File: config.mk
export PLATFORM = sky130hd
export DESIGN_NAME = framebuffer_readback_tx
export DESIGN_NICKNAME = d
export VERILOG_FILES = /design/src/rtl/framebuffer_readback_tx_pkg.sv /design/src/rtl/framebuffer_readback_tx_uart_tx.sv /design/src/rtl/framebuffer_readback_tx.sv
export SDC_FILE = /design/constraint.sdc
export NUM_CORES = 1
export LEC_CHECK = 0
export ABC_CLOCK_PERIOD_IN_PS = 2450
export BUFFER_PORTS_ARGS = -buffer_cell sky130_fd_sc_hd__buf_2
export CORE_ASPECT_RATIO = 0.75
export CORE_MARGIN = 1
export CORE_UTILIZATION = 45
export CTS_CLUSTER_DIAMETER = 50
export DETAILED_ROUTE_END_ITERATION = 10
export GPL_ROUTABILITY_DRIVEN = 0
export GPL_TIMING_DRIVEN = 0
export PLACE_DENSITY = 0.59
export SLEW_MARGIN = 15
export SYNTH_ARGS = -nofsm -noshare
export SYNTH_HDL_FRONTEND = slang
export SYNTH_SLANG_ARGS = --single-unit
File: constraint.sdc
create_clock -name clk_in -period 2.45 [get_ports clk_in]
set_input_delay 0.49 -clock clk_in [delete_from_list [all_inputs] [get_ports clk_in]]
set_output_delay 0.49 -clock clk_in [all_outputs]
set_load 0.005 [all_outputs]
File: src/rtl/framebuffer_readback_tx_pkg.sv
// Shared constants and types for the framebuffer readback transmitter.
//   ASCII framing constants, default geometry, frame FSM state encoding,
//   and the nibble-to-uppercase-hex helper.
package framebuffer_readback_tx_pkg;

    localparam int unsigned FB_ROW_WIDTH  = 5;
    localparam int unsigned FB_COL_WIDTH  = 6;
    localparam int unsigned FB_ADDR_WIDTH = FB_ROW_WIDTH + FB_COL_WIDTH;

    localparam logic [7:0] ASCII_L          = 8'h4C;
    localparam logic [7:0] ASCII_DIGIT_BASE = 8'h30;
    localparam logic [7:0] ASCII_HEX_BASE   = 8'h41;
    localparam logic [7:0] ASCII_LF         = 8'h0A;

    typedef enum logic [3:0] {
        S_IDLE,
        S_HDR_L,
        S_HDR_D1,
        S_HDR_D0,
        S_FETCH,
        S_WAIT,
        S_NIB0,
        S_NIB1,
        S_NIB2,
        S_NIB3,
        S_EOL,
        S_DONE
    } fb_state_e;

    // 0-9 -> '0'-'9', 10-15 -> 'A'-'F'
    function automatic logic [7:0] hex_char(input logic [3:0] nib);
        if (nib < 4'd10) begin
            return ASCII_DIGIT_BASE + 8'(nib);
        end
        return ASCII_HEX_BASE + 8'(nib - 4'd10);
    endfunction

endpackage

File: src/rtl/framebuffer_readback_tx_uart_tx.sv
// 8N1 UART transmitter with a valid/ready byte handshake.
//   clk_in, reset      : clock, synchronous active-high reset
//   tx_valid, tx_byte  : byte offered by the frame FSM
//   tx_ready           : high when a byte can be accepted; rises on the final
//                        stop-bit cycle so bytes can be sent back to back
//   tx_out             : serial line, idles high
module uart_tx_8n1 #(
    parameter int unsigned CLK_DIV_WIDTH = 8,
    parameter int unsigned CLK_DIV_COUNT = 115
) (
    input  logic       clk_in,
    input  logic       reset,
    input  logic       tx_valid,
    input  logic [7:0] tx_byte,
    output logic       tx_ready,
    output logic       tx_out
);

    localparam logic [CLK_DIV_WIDTH-1:0] BAUD_RELOAD = CLK_DIV_WIDTH'(CLK_DIV_COUNT - 1);
    localparam logic [3:0]               STOP_BIT    = 4'd9;
    localparam logic [3:0]               LAST_DATA   = 4'd8;

    logic                     in_flight;
    logic [3:0]               bit_idx;
    logic [7:0]               shift_q;
    logic [CLK_DIV_WIDTH-1:0] baud_cnt;

    // bit_idx: 0 = start, 1..8 = data LSB first, 9 = stop
    always_ff @(posedge clk_in) begin
        if (reset) begin
            in_flight <= 1'b0;
            bit_idx   <= 4'd0;
            shift_q   <= 8'h00;
            baud_cnt  <= '0;
            tx_out    <= 1'b1;
            tx_ready  <= 1'b1;
        end else if (tx_valid && tx_ready) begin
            in_flight <= 1'b1;
            shift_q   <= tx_byte;
            bit_idx   <= 4'd0;
            baud_cnt  <= BAUD_RELOAD;
            tx_out    <= 1'b0;
            tx_ready  <= 1'b0;
        end else if (in_flight) begin
            if (baud_cnt == '0) begin
                if (bit_idx == STOP_BIT) begin
                    in_flight <= 1'b0;
                end else begin
                    bit_idx  <= bit_idx + 4'd1;
                    baud_cnt <= BAUD_RELOAD;
                    if (bit_idx == LAST_DATA) begin
                        tx_out <= 1'b1;
                    end else begin
                        tx_out  <= shift_q[0];
                        shift_q <= {1'b0, shift_q[7:1]};
                    end
                end
            end else begin
                baud_cnt <= baud_cnt - CLK_DIV_WIDTH'(1);
                // Ready one cycle early so it is visible on the last stop cycle
                if (bit_idx == STOP_BIT && baud_cnt == CLK_DIV_WIDTH'(1)) begin
                    tx_ready <= 1'b1;
                end
            end
        end
    end

endmodule

File: src/rtl/framebuffer_readback_tx.sv
// Reads one framebuffer row and sends it as "Lrr" + 256 hex chars + LF over UART.
//   clk_in, reset          : clock, synchronous active-high reset
//   start, row_in          : one-cycle request and row, sampled in IDLE
//   busy, done, error      : frame in progress / frame complete / bad row pulses
//   ram_address            : {row, col} read address
//   ram_clk_enable         : read strobe, data returns on ram_data_in next cycle
//   ram_data_in            : RGB565 pixel
//   tx_out                 : UART line
module framebuffer_readback_tx
    import framebuffer_readback_tx_pkg::*;
#(
    parameter int unsigned CLK_DIV_WIDTH = 8,
    parameter int unsigned CLK_DIV_COUNT = 115,
    parameter int unsigned ROW_WIDTH     = FB_ROW_WIDTH,
    parameter int unsigned COL_WIDTH     = FB_COL_WIDTH,
    parameter int unsigned ROWS          = 32
) (
    input  logic                           clk_in,
    input  logic                           reset,
    input  logic                           start,
    input  logic [ROW_WIDTH-1:0]           row_in,
    output logic                           busy,
    output logic                           done,
    output logic                           error,
    output logic [ROW_WIDTH+COL_WIDTH-1:0] ram_address,
    output logic                           ram_clk_enable,
    input  logic [15:0]                    ram_data_in,
    output logic                           tx_out
);

    localparam logic [COL_WIDTH-1:0] COL_LAST = '1;

    fb_state_e                      state, next_state;
    logic [ROW_WIDTH-1:0]           row_q, row_d;
    logic [COL_WIDTH-1:0]           col_q, col_d;
    logic [15:0]                    pixel_q, pixel_d;
    logic                           busy_d, done_d, error_d, ram_en_d;
    logic [ROW_WIDTH+COL_WIDTH-1:0] ram_addr_d;
    logic                           tx_valid_c;
    logic [7:0]                     tx_byte_c;
    logic                           tx_ready;
    logic [7:0]                     row_ext_c;

    assign row_ext_c = 8'(row_q);

    // State and datapath registers
    always_ff @(posedge clk_in) begin
        if (reset) begin
            state          <= S_IDLE;
            row_q          <= '0;
            col_q          <= '0;
            pixel_q        <= 16'h0000;
            busy           <= 1'b0;
            done           <= 1'b0;
            error          <= 1'b0;
            ram_clk_enable <= 1'b0;
            ram_address    <= '0;
        end else begin
            state          <= next_state;
            row_q          <= row_d;
            col_q          <= col_d;
            pixel_q        <= pixel_d;
            busy           <= busy_d;
            done           <= done_d;
            error          <= error_d;
            ram_clk_enable <= ram_en_d;
            ram_address    <= ram_addr_d;
        end
    end

    // Next state, next register values and the byte offered to the UART
    always_comb begin
        next_state = state;
        row_d      = row_q;
        col_d      = col_q;
        pixel_d    = pixel_q;
        busy_d     = busy;
        done_d     = 1'b0;
        error_d    = 1'b0;
        ram_en_d   = 1'b0;
        ram_addr_d = ram_address;
        tx_valid_c = 1'b0;
        tx_byte_c  = 8'h00;

        case (state)
            S_IDLE: begin
                if (start) begin
                    if (32'(row_in) < ROWS) begin
                        row_d      = row_in;
                        col_d      = '0;
                        busy_d     = 1'b1;
                        next_state = S_HDR_L;
                    end else begin
                        error_d = 1'b1;
                    end
                end
            end
            S_HDR_L: begin
                tx_valid_c = 1'b1;
                tx_byte_c  = ASCII_L;
                if (tx_ready) next_state = S_HDR_D1;
            end
            S_HDR_D1: begin
                tx_valid_c = 1'b1;
                tx_byte_c  = ASCII_DIGIT_BASE + row_ext_c / 8'd10;
                if (tx_ready) next_state = S_HDR_D0;
            end
            S_HDR_D0: begin
                tx_valid_c = 1'b1;
                tx_byte_c  = ASCII_DIGIT_BASE + row_ext_c % 8'd10;
                if (tx_ready) begin
                    ram_en_d   = 1'b1;
                    ram_addr_d = {row_q, col_q};
                    next_state = S_FETCH;
                end
            end
            S_FETCH: begin
                next_state = S_WAIT;
            end
            S_WAIT: begin
                pixel_d    = ram_data_in;
                next_state = S_NIB0;
            end
            S_NIB0: begin
                tx_valid_c = 1'b1;
                tx_byte_c  = hex_char(pixel_q[15:12]);
                if (tx_ready) next_state = S_NIB1;
            end
            S_NIB1: begin
                tx_valid_c = 1'b1;
                tx_byte_c  = hex_char(pixel_q[11:8]);
                if (tx_ready) next_state = S_NIB2;
            end
            S_NIB2: begin
                tx_valid_c = 1'b1;
                tx_byte_c  = hex_char(pixel_q[7:4]);
                if (tx_ready) next_state = S_NIB3;
            end
            S_NIB3: begin
                tx_valid_c = 1'b1;
                tx_byte_c  = hex_char(pixel_q[3:0]);
                if (tx_ready) begin
                    if (col_q == COL_LAST) begin
                        next_state = S_EOL;
                    end else begin
                        col_d      = col_q + COL_WIDTH'(1);
                        ram_en_d   = 1'b1;
                        ram_addr_d = {row_q, col_d};
                        next_state = S_FETCH;
                    end
                end
            end
            S_EOL: begin
                tx_valid_c = 1'b1;
                tx_byte_c  = ASCII_LF;
                if (tx_ready) next_state = S_DONE;
            end
            S_DONE: begin
                // Ready returns on the LF stop bit's last cycle
                if (tx_ready) begin
                    done_d     = 1'b1;
                    busy_d     = 1'b0;
                    next_state = S_IDLE;
                end
            end
            default: begin
                next_state = S_IDLE;
            end
        endcase
    end

    uart_tx_8n1 #(
        .CLK_DIV_WIDTH(CLK_DIV_WIDTH),
        .CLK_DIV_COUNT(CLK_DIV_COUNT)
    ) u_uart (
        .clk_in  (clk_in),
        .reset   (reset),
        .tx_valid(tx_valid_c),
        .tx_byte (tx_byte_c),
        .tx_ready(tx_ready),
        .tx_out  (tx_out)
    );

endmodule

==> impl_results.md <==
- Final wirelength: 10540 um
- Clock Skew: 3.226 ps
- Commonest non-fill, non-tap cell in the layout: dfxtp_1
- Layout cell share with drive strength beyond 1: 0.1391
- Type of destination of the critical path: flip-flop
- Die area: 9708 sq um
- DRC Markers: 0
- CTS tree: yes
- WHS: 391.3 ps
- Worst reg2reg setup slack: 240 ps
- Run status: finished clean
- Post-Syn Area per Cell: 8.107 sq um
- Crit share post-route: 0.9037
- Fmax: 451.6 MHz
- Diode count: 0
- Hold path depth: 3
- IO Port Bufs: 36
- Vias/cell: 5.444
- Routed Antenna Nets: 0
- Synth Register Bits: 68
- Ranking of synthesized cells by area: dfxtp_1 (32%), ha_1 (7.2%), a21oi_1 (6.2%)
- Hold path start: ram_data_in[13]
- Capturing point of the worst reg2reg path: u_uart.shift_q[1]$_SDFFE_PP0P_
- Yosys warnings: 0
- Detailed-route via count: 3789
- CP required: 2640 ps
- Type of the tightest min-delay check: input port to flip-flop
- Num CTS Buffers: 9
- Synth unique cells: 69
- Crit. Startpoint: pixel_q[13]$_SDFFE_PP0P_
- Max-Slew Margin vs Limit: 0.4455
- Core footprint: 9046 sq um
- Global-route wire length before repair: 17600 um
- Vias in the first global route: 3554
- Clk sinks: 68
- Clock transition at the registers of the reported paths: 60 ps
- Die height: 85.58 um
- R2R cell count: 8
- Critical path class: flip-flop to flip-flop
- Post-route cell area: 4826 sq um
- Layout Nets: 611
- Post-CTS Setup Repair Bufs: 0
- Number of synthesized flops with an enable pin: 0
- Clock root cell: clkbuf_16
- GR Layer Usage met2: 0.3503
- Syn Std Cell Area: 4192 sq um
- Dpl hpwl: 7763 um
- Multi-input logic area: 2586 sq um
- Final Hold Fails: 0
- Maxcap violations: 0
- Final Slew Violations: 0
- Setup violators final: 0
- Met3 Track Usage GR: 0.06078
- Ys async rst share: 0
- Global-route total usage across every layer: 0.2336
- Clock Tree Buf Depth: 2
- Clk_lat worst skew: 330 ps
- Layout area overhead: 15.13%
- Initial Util: 0.4633
- Top FF cell, synth: dfxtp_1
- Final worst path period need: 2214 ps
- Startpoint Class: flip-flop
- Pwr Density: 1025 nW/um^2
- CTS H-tree depth: 3
- Cell taking the most area after synthesis: dfxtp_1
- CP max FO: 6
- Post-synth top area share: 0.3248
- Post-DP Area: 4536 sq um
- Initial antenna violation count: 0
- Initial DRT Pass Iterations: 5
- GR Layer Usage met1: 0.3287
- Most used routing layer: met2
- Commonest non-fill, non-tap cells in the layout: dfxtp_1 (68), nand2_1 (58), a21oi_1 (52), nor2_1 (46), buf_2 (42)
- # IOs: 40
- Remaining global-route overflow: 0
- Row Count: 30
- Gate count after technology mapping: 517
- VDD IR max: 0.0004250 V
- Initial drt markers: 197
- CP arrival: 2400 ps
- Sequential Area: 1361 sq um
- Setup_tns: 0 ps
- Largest net degree at the start of global routing: 12
- Die Wd: 113.4 um
- WL per Instance: 15.15 um
- Worst reg2reg path startpoint: pixel_q[13]$_SDFFE_PP0P_
- Lkg Pwr: 0.001807 uW
- Hold Crit Endpoint: pixel_q[13]$_SDFFE_PP0P_
- RSZ-0062 raised after global routing: false
- Fill cells: 890
- Seq/Total Area, Yosys: 0.3248
- Worst-margin pin slew: 824.9 ps
-- final cells by class --
class	instances	area share
timing repair buffer	36	0.03733
buffer	31	0.03111
clock buffer	13	0.05600
clock inverter	3	0.004148
sequential	68	0.2821
multi-input combinational	391	0.5359
tap	128	0.03319
inverter	26	0.02022
-- synthesized netlist by cell type (5+ instances only) --
master	instances
dfxtp_1	68
nand2_1	58
a21oi_1	52
nor2_1	46
inv_1	26
ha_1	24
clkbuf_1	21
mux2i_1	21
o21ai_0	19
xnor2_1	17
nand3_1	16
a211oi_1	12
nor3_1	10
nand3b_1	8
nor2b_1	8
a31oi_1	6
buf_2	6
nand2b_1	6
nor4_1	6
o22ai_1	6
xor2_1	6
o21a_1	5
-- power breakdown --
group / switching (uW) / internal, uW / leakage (uW)
sequential: 182 / 1330 / 0.000553
clock: 481 / 766 / 0.000138
combinational: 1320 / 874 / 0.00112
total: 1980 / 2970 / 0.00181
-- repair_timing --
| action | in CTS | in global routing |
|---|---|---|
| hold buffers | 0 | 0 |
| resized for setup | 0 | 1 |
| setup endpoints to repair | 0 | 1 |
-- metal layers --
layer | wire [um] | up-vias
met2 | 4479 | 77
met3 | 504 | 14
li1 | - | 1920
met1 | 5418 | 1778
met5 | 0 | -
met4 | 140 | 0
-- worst max-delay path by stage --
stage | cells after the start | end
CTS | 6 | row_q[0]$_SDFFE_PP0P_
global placement | 6 | row_q[0]$_SDFFE_PP0P_
finish | 8 | u_uart.shift_q[1]$_SDFFE_PP0P_
floorplan | 9 | u_uart.shift_q[1]$_SDFFE_PP0P_
global route | 8 | u_uart.shift_q[1]$_SDFFE_PP0P_
detailed placement | 6 | row_q[3]$_SDFFE_PP0P_
-- flip-flops by register name, indices dropped and copies added, names as in the netlist --
signal,flops
u_uart.tx_out,1
col_q,6
row_q,5
ram_clk_enable,1
u_uart.tx_ready,1
u_uart.bit_idx,4
ram_address,11
state,4
u_uart.shift_q,8
u_uart.in_flight,1
pixel_q,16
u_uart.baud_cnt,8
done,1
busy,1
-- kinds of logic after synthesis --
| group | after synthesis | share of synthesized area |
|---|---|---|
| xor+xnor | 23 | 0.04806 |
| compound gates | 136 | 0.2152 |
| mux | 21 | 0.05015 |
| other cells | 2 | 0.001792 |
| fa+ha+maj | 24 | 0.07164 |
| flops | 68 | 0.3248 |
| buf+inv | 59 | 0.06089 |
| simple gates | 184 | 0.2275 |
-- metrics by stage --
stage	total power (uW)	util	setup WS, ps	std cells
after floorplan	3121	-	535.5	518
after global placement	3630	0.5014	106.0	682
after detailed placement	3665	0.5014	70.71	682
after CTS	4943	0.5335	42.20	698
after global routing	5282	0.5335	53.61	696
final	4946	0.5335	235.9	696
-- worst max-delay path, stage by stage (launching register included) --
cell       delay [ps]
dfxtp_1           360
inv_1             100
ha_1              200
inv_1              50
ha_1              310
mux2i_1           290
o22ai_1           160
a2111oi_1         470
a221oi_1          130
Power figures use the tool's default switching activity.
